[config.mk]
export PLATFORM = sky130hd
export DESIGN_NAME = card_dealer
export DESIGN_NICKNAME = d
export VERILOG_FILES = /design/src/rtl/card_dealer.sv
export SDC_FILE = /design/constraint.sdc
export NUM_CORES = 1
export LEC_CHECK = 0
export CORE_MARGIN = 2
export CORE_UTILIZATION = 50
export DETAILED_ROUTE_END_ITERATION = 10
export PLACE_DENSITY = 0.68
export SYNTH_ARGS = -nofsm -noshare
export SYNTH_HDL_FRONTEND = slang
export SYNTH_SLANG_ARGS = --single-unit
[constraint.sdc]
create_clock -name i_clk -period 3.8 [get_ports i_clk]
set_input_delay 0.76 -clock i_clk [delete_from_list [all_inputs] [get_ports i_clk]]
set_output_delay 0.76 -clock i_clk [all_outputs]
set_load 0.1 [all_outputs]
[src/rtl/card_dealer.sv]
// card_dealer: 52-card deck source for the blackjack game.
// A used/unused bitmap tracks which cards are out of the deck. A draw takes its
// starting index from a free-running LFSR, then probes forward one bitmap entry
// per cycle, wrapping 51 -> 0, until it finds a card still in the deck.
module card_dealer #(
    parameter logic [15:0] LFSR_SEED = 16'hACE1
) (
    input  logic       i_clk,
    input  logic       i_rst,
    input  logic       i_draw_req,
    input  logic       i_shuffle,
    output logic [3:0] o_card_value,
    output logic [1:0] o_card_symbol,
    output logic       o_card_valid,
    output logic       o_busy,
    output logic       o_deck_empty,
    output logic [5:0] o_cards_dealt,
    output logic       o_draw_err
);

    typedef enum logic [1:0] {
        S_IDLE  = 2'd0,
        S_PROBE = 2'd1,
        S_DONE  = 2'd2
    } state_t;

    state_t      r_state;
    logic [15:0] r_lfsr;
    logic [51:0] r_used;
    logic [5:0]  r_idx;
    logic [5:0]  r_cards_dealt;
    logic [3:0]  r_card_value;
    logic [1:0]  r_card_symbol;
    logic        r_card_valid;
    logic        r_busy;
    logic        r_deck_empty;
    logic        r_draw_err;

    logic [5:0]  w_start_idx;
    logic [5:0]  w_next_idx;
    logic [5:0]  w_suit_base;
    logic [1:0]  w_symbol;
    logic [3:0]  w_value;
    logic        w_free;

    // Fold the 6-bit LFSR sample (0..63) into the 0..51 index range.
    assign w_start_idx = (r_lfsr[5:0] >= 6'd52) ? (r_lfsr[5:0] - 6'd52) : r_lfsr[5:0];
    assign w_next_idx  = (r_idx == 6'd51) ? 6'd0 : (r_idx + 6'd1);
    assign w_free      = ~r_used[r_idx];

    // Split the probe index into suit (idx / 13) and face value (idx % 13 + 1).
    always_comb begin
        w_symbol    = 2'd3;
        w_suit_base = 6'd39;
        if (r_idx < 6'd13) begin
            w_symbol    = 2'd0;
            w_suit_base = 6'd0;
        end else if (r_idx < 6'd26) begin
            w_symbol    = 2'd1;
            w_suit_base = 6'd13;
        end else if (r_idx < 6'd39) begin
            w_symbol    = 2'd2;
            w_suit_base = 6'd26;
        end
        w_value = 4'(r_idx - w_suit_base + 6'd1);
    end

    // Galois LFSR, right shift, taps 0xB400; runs every cycle regardless of state.
    always_ff @(posedge i_clk or posedge i_rst) begin
        if (i_rst) begin
            r_lfsr <= LFSR_SEED;
        end else begin
            r_lfsr <= {1'b0, r_lfsr[15:1]} ^ (r_lfsr[0] ? 16'hB400 : 16'h0000);
        end
    end

    // Deal FSM: accepts commands in IDLE, probes the bitmap, flags the dealt card.
    always_ff @(posedge i_clk or posedge i_rst) begin
        if (i_rst) begin
            r_state       <= S_IDLE;
            r_used        <= '0;
            r_idx         <= '0;
            r_cards_dealt <= '0;
            r_card_value  <= '0;
            r_card_symbol <= '0;
            r_card_valid  <= 1'b0;
            r_busy        <= 1'b0;
            r_deck_empty  <= 1'b0;
            r_draw_err    <= 1'b0;
        end else begin
            case (r_state)
                S_IDLE: begin
                    r_card_valid <= 1'b0;
                    r_draw_err   <= 1'b0;
                    if (i_shuffle) begin
                        // Shuffle wins over a simultaneous draw; the draw is simply dropped.
                        r_used        <= '0;
                        r_cards_dealt <= '0;
                        r_deck_empty  <= 1'b0;
                    end else if (i_draw_req && r_deck_empty) begin
                        r_draw_err <= 1'b1;
                    end else if (i_draw_req) begin
                        r_idx   <= w_start_idx;
                        r_busy  <= 1'b1;
                        r_state <= S_PROBE;
                    end
                end
                S_PROBE: begin
                    if (w_free) begin
                        r_used[r_idx] <= 1'b1;
                        r_cards_dealt <= r_cards_dealt + 6'd1;
                        r_deck_empty  <= (r_cards_dealt == 6'd51);
                        r_card_value  <= w_value;
                        r_card_symbol <= w_symbol;
                        r_card_valid  <= 1'b1;
                        r_state       <= S_DONE;
                    end else begin
                        // At least one card is free on entry, so this walk always ends.
                        r_idx <= w_next_idx;
                    end
                end
                S_DONE: begin
                    r_card_valid <= 1'b0;
                    r_busy       <= 1'b0;
                    r_state      <= S_IDLE;
                end
                default: begin
                    r_card_valid <= 1'b0;
                    r_busy       <= 1'b0;
                    r_draw_err   <= 1'b0;
                    r_state      <= S_IDLE;
                end
            endcase
        end
    end

    assign o_card_value  = r_card_value;
    assign o_card_symbol = r_card_symbol;
    assign o_card_valid  = r_card_valid;
    assign o_busy        = r_busy;
    assign o_deck_empty  = r_deck_empty;
    assign o_cards_dealt = r_cards_dealt;
    assign o_draw_err    = r_draw_err;

endmodule

==> results_dict.tcl <==
set metrics [dict create \
    p_per_area_nw_per_um2 614 \
    maxCapViolCount 0 \
    cp_max_fo 21 \
    crit_type "flop to flop" \
    routed_wirelength_um 10500 \
    min_period_ps 3300 \
    antenna_found_initial 0 \
    worst_clock_skew_ps 14.1 \
    reg2reg_depth 9 \
    via_per_inst 6.36 \
    setup_violations 0 \
    grt-ovfl-total 0 \
    seq_area_frac_synth_pct 50.3 \
    synthArstFlopShare_pct 100 \
    grt_pass1_vias 3301 \
    hpwl_um 7190 \
    worst_setup_path_end_kind "flop" \
    rsz0062_at_grt "false" \
    synth_area_leaders "dfrtp_1 (46%), dfstp_2 (4.6%), a22o_1 (4.6%), a32o_1 (3.9%), mux4_2 (3.4%)" \
    cts_tree "built" \
    die-area_um2 9990 \
    hold_viol 0 \
    r2r_start "r_idx[0]$_DFFE_PP0P_" \
    vias 3472 \
    crit_buf_inv 2 \
    cts_resized 0 \
    synth_edf_count 0 \
    clock_sinks 92 \
    startpoint "r_idx[0]$_DFFE_PP0P_" \
    cts.reportedPaths.clkPinSlew_ps 90 \
    multi_input_area_um2 2070 \
    clk_latency_ps 370 \
    p_leak_nw 2.24 \
    cp_top_family "simple AND/OR/NAND/NOR gates" \
    worstMarginPinSlew_ps 976 \
    status "complete, no violations" \
    die_width_um 99.9 \
    hold_class "flop to flop" \
    r2r-end "r_used[6]$_DFFE_PP0P_" \
    start_kind "flop" \
    grt_max_degree 49 \
    crit_chain "buf_12 > mux4_2 > mux2i_1 > nor2_1 > a211o_1 > nor4_4 > buf_12 > and2_1 > a22o_1" \
    yosysTopAreaCell "dfrtp_1" \
    max_stage_delay_ps 750 \
    crit_path_frequent_cell "buf_12" \
    grt_pass1_wl_um 17400 \
    maxSlewViolCount 0 \
    port_buffers 19 \
    finish.instance_area_um2 5110 \
    fmax_ghz 0.303 \
    cts_buffer_depth 2 \
    fillers 763 \
    drt_iter0_markers 308 \
    io-pin-count 20 \
    core_area_um2 9060 \
    die_h_um 99.9 \
    crit_slowest_cell "dfrtp_1" \
    vdd.ir_drop.worst_uv 360 \
    synthFlopType "dfrtp_1" \
    seq_area_um2 2310 \
    fin_crit_sh_pct 86.8 \
    final_cell_mix "dfrtp_1 (84), nor2_1 (39), nand2_1 (26)" \
    postCtsSetupBuffers 0 \
    syn_area_um2 4600 \
    drive_gt1_share_pct 14.0 \
    syn_avg_cell_area_um2 11.1 \
    cts_root_buf "clkbuf_8" \
    diodes 0 \
    cts_max_level 3 \
    wire_per_inst_um 19.2 \
    rows 35 \
    slew_headroom_pct 34.7 \
    area_growth_pct 11.2 \
    final_antenna_net_count 0 \
    final_common_cell "dfrtp_1" \
    cts_buffers 9 \
    timing.critical_path.depth 9 \
    reg2reg_slack_ps 500 \
    route.detailed.drc 0 \
    hold_buffers 0 \
    initial_core_util_pct 50.8 \
    syn_inst 415 \
    worstPathArrival_ps 3600 \
    required_ps 4100 \
    yosys_warnings 0 \
    crit_path_end "r_used[6]$_DFFE_PP0P_" \
    ys_ff_latch 92 \
    finalSetupTns_ps 0 \
    nets 446 \
    placed_area_um2 4920 \
    grt_usage_pct 22.5 \
    synth_top_area_share_pct 45.7 \
    gp_congestion 0.857 \
    synth_nets 431 \
    yosysUniqueCellTypes 60 \
    drt-pass1-iter-count 5 \
]
-- cells by family after synthesis --
kind of cell	synth area share [%]
compound gates	17.5
simple gates	14.8
fa+ha+maj	3.43
mux	7.97
xor+xnor	1.33
flops	50.3
buf+inv	4.76
-- metal layers --
layer	share of wire [%]	up-vias	GRT usage [%]
met5	0	-	0
met4	2.0	0	7.59
met3	5.4	20	2.92
met2	46	137	34.3
met1	47	1755	33.5
li1	-	1560	-
-- worst min path at each step --
stage	startpoint	end	slack, ps	depth (start not counted)
after floorplan	r_lfsr[9]$_DFF_PP0_	r_lfsr[8]$_DFF_PP0_	330	0
after global placement	r_lfsr[9]$_DFF_PP0_	r_lfsr[8]$_DFF_PP0_	340	0
after detailed placement	r_lfsr[8]$_DFF_PP0_	r_lfsr[7]$_DFF_PP1_	340	0
after CTS	r_lfsr[7]$_DFF_PP1_	r_lfsr[6]$_DFF_PP1_	360	0
after global routing	r_lfsr[7]$_DFF_PP1_	r_lfsr[6]$_DFF_PP1_	370	0
final	r_lfsr[9]$_DFF_PP0_	r_lfsr[8]$_DFF_PP0_	360	0
-- through the flow --
stage	cells	hold slack [ps]	power (W)	setup slack (ps)	utilization, %
floorplan	415	331	0.00214	661	-
global placement	530	338	0.00247	623	54.3
detailed placement	530	338	0.00249	565	54.3
CTS	546	360	0.00314	515	56.4
global route	546	369	0.00331	323	56.4
finish	546	359	0.00314	500	56.4
-- final cells by class --
| class | instances | area share, % |
|---|---|---|
| tap | 111 | 2.72 |
| sequential | 92 | 45.2 |
| timing repair buffer | 33 | 6.51 |
| multi-input combinational | 276 | 40.5 |
| clock buffer | 10 | 2.50 |
| inverter | 18 | 1.35 |
| clock inverter | 6 | 1.27 |
-- cells in the mapped netlist, types with 9 or more instances --
cell and count:
inv_1 17, and2_1 9, nor3_1 9, nand2_1 26
nand3_1 9, mux2i_1 13, a21oi_1 11, dfrtp_1 84
nor2_1 39, o21ai_0 9, a31oi_1 9, a32o_1 18
ha_1 11, a22o_1 24, clkbuf_1 14
-- report_power, final --
group	switching [W]	total, W	internal, W
registers	0.0000858	0.00114	0.00105
logic	0.000928	0.00134	0.000411
clock network	0.000359	0.000664	0.000305
total	0.00137	0.00314	0.00177
-- state kept, by name (all words and copies together) (netlist names), 2 cells and up --
signal,flops
r_lfsr,16
o_card_symbol,2
r_idx,6
r_state,2
o_cards_dealt,6
r_used,52
o_card_value,4
(Power assumes the default switching activity.)
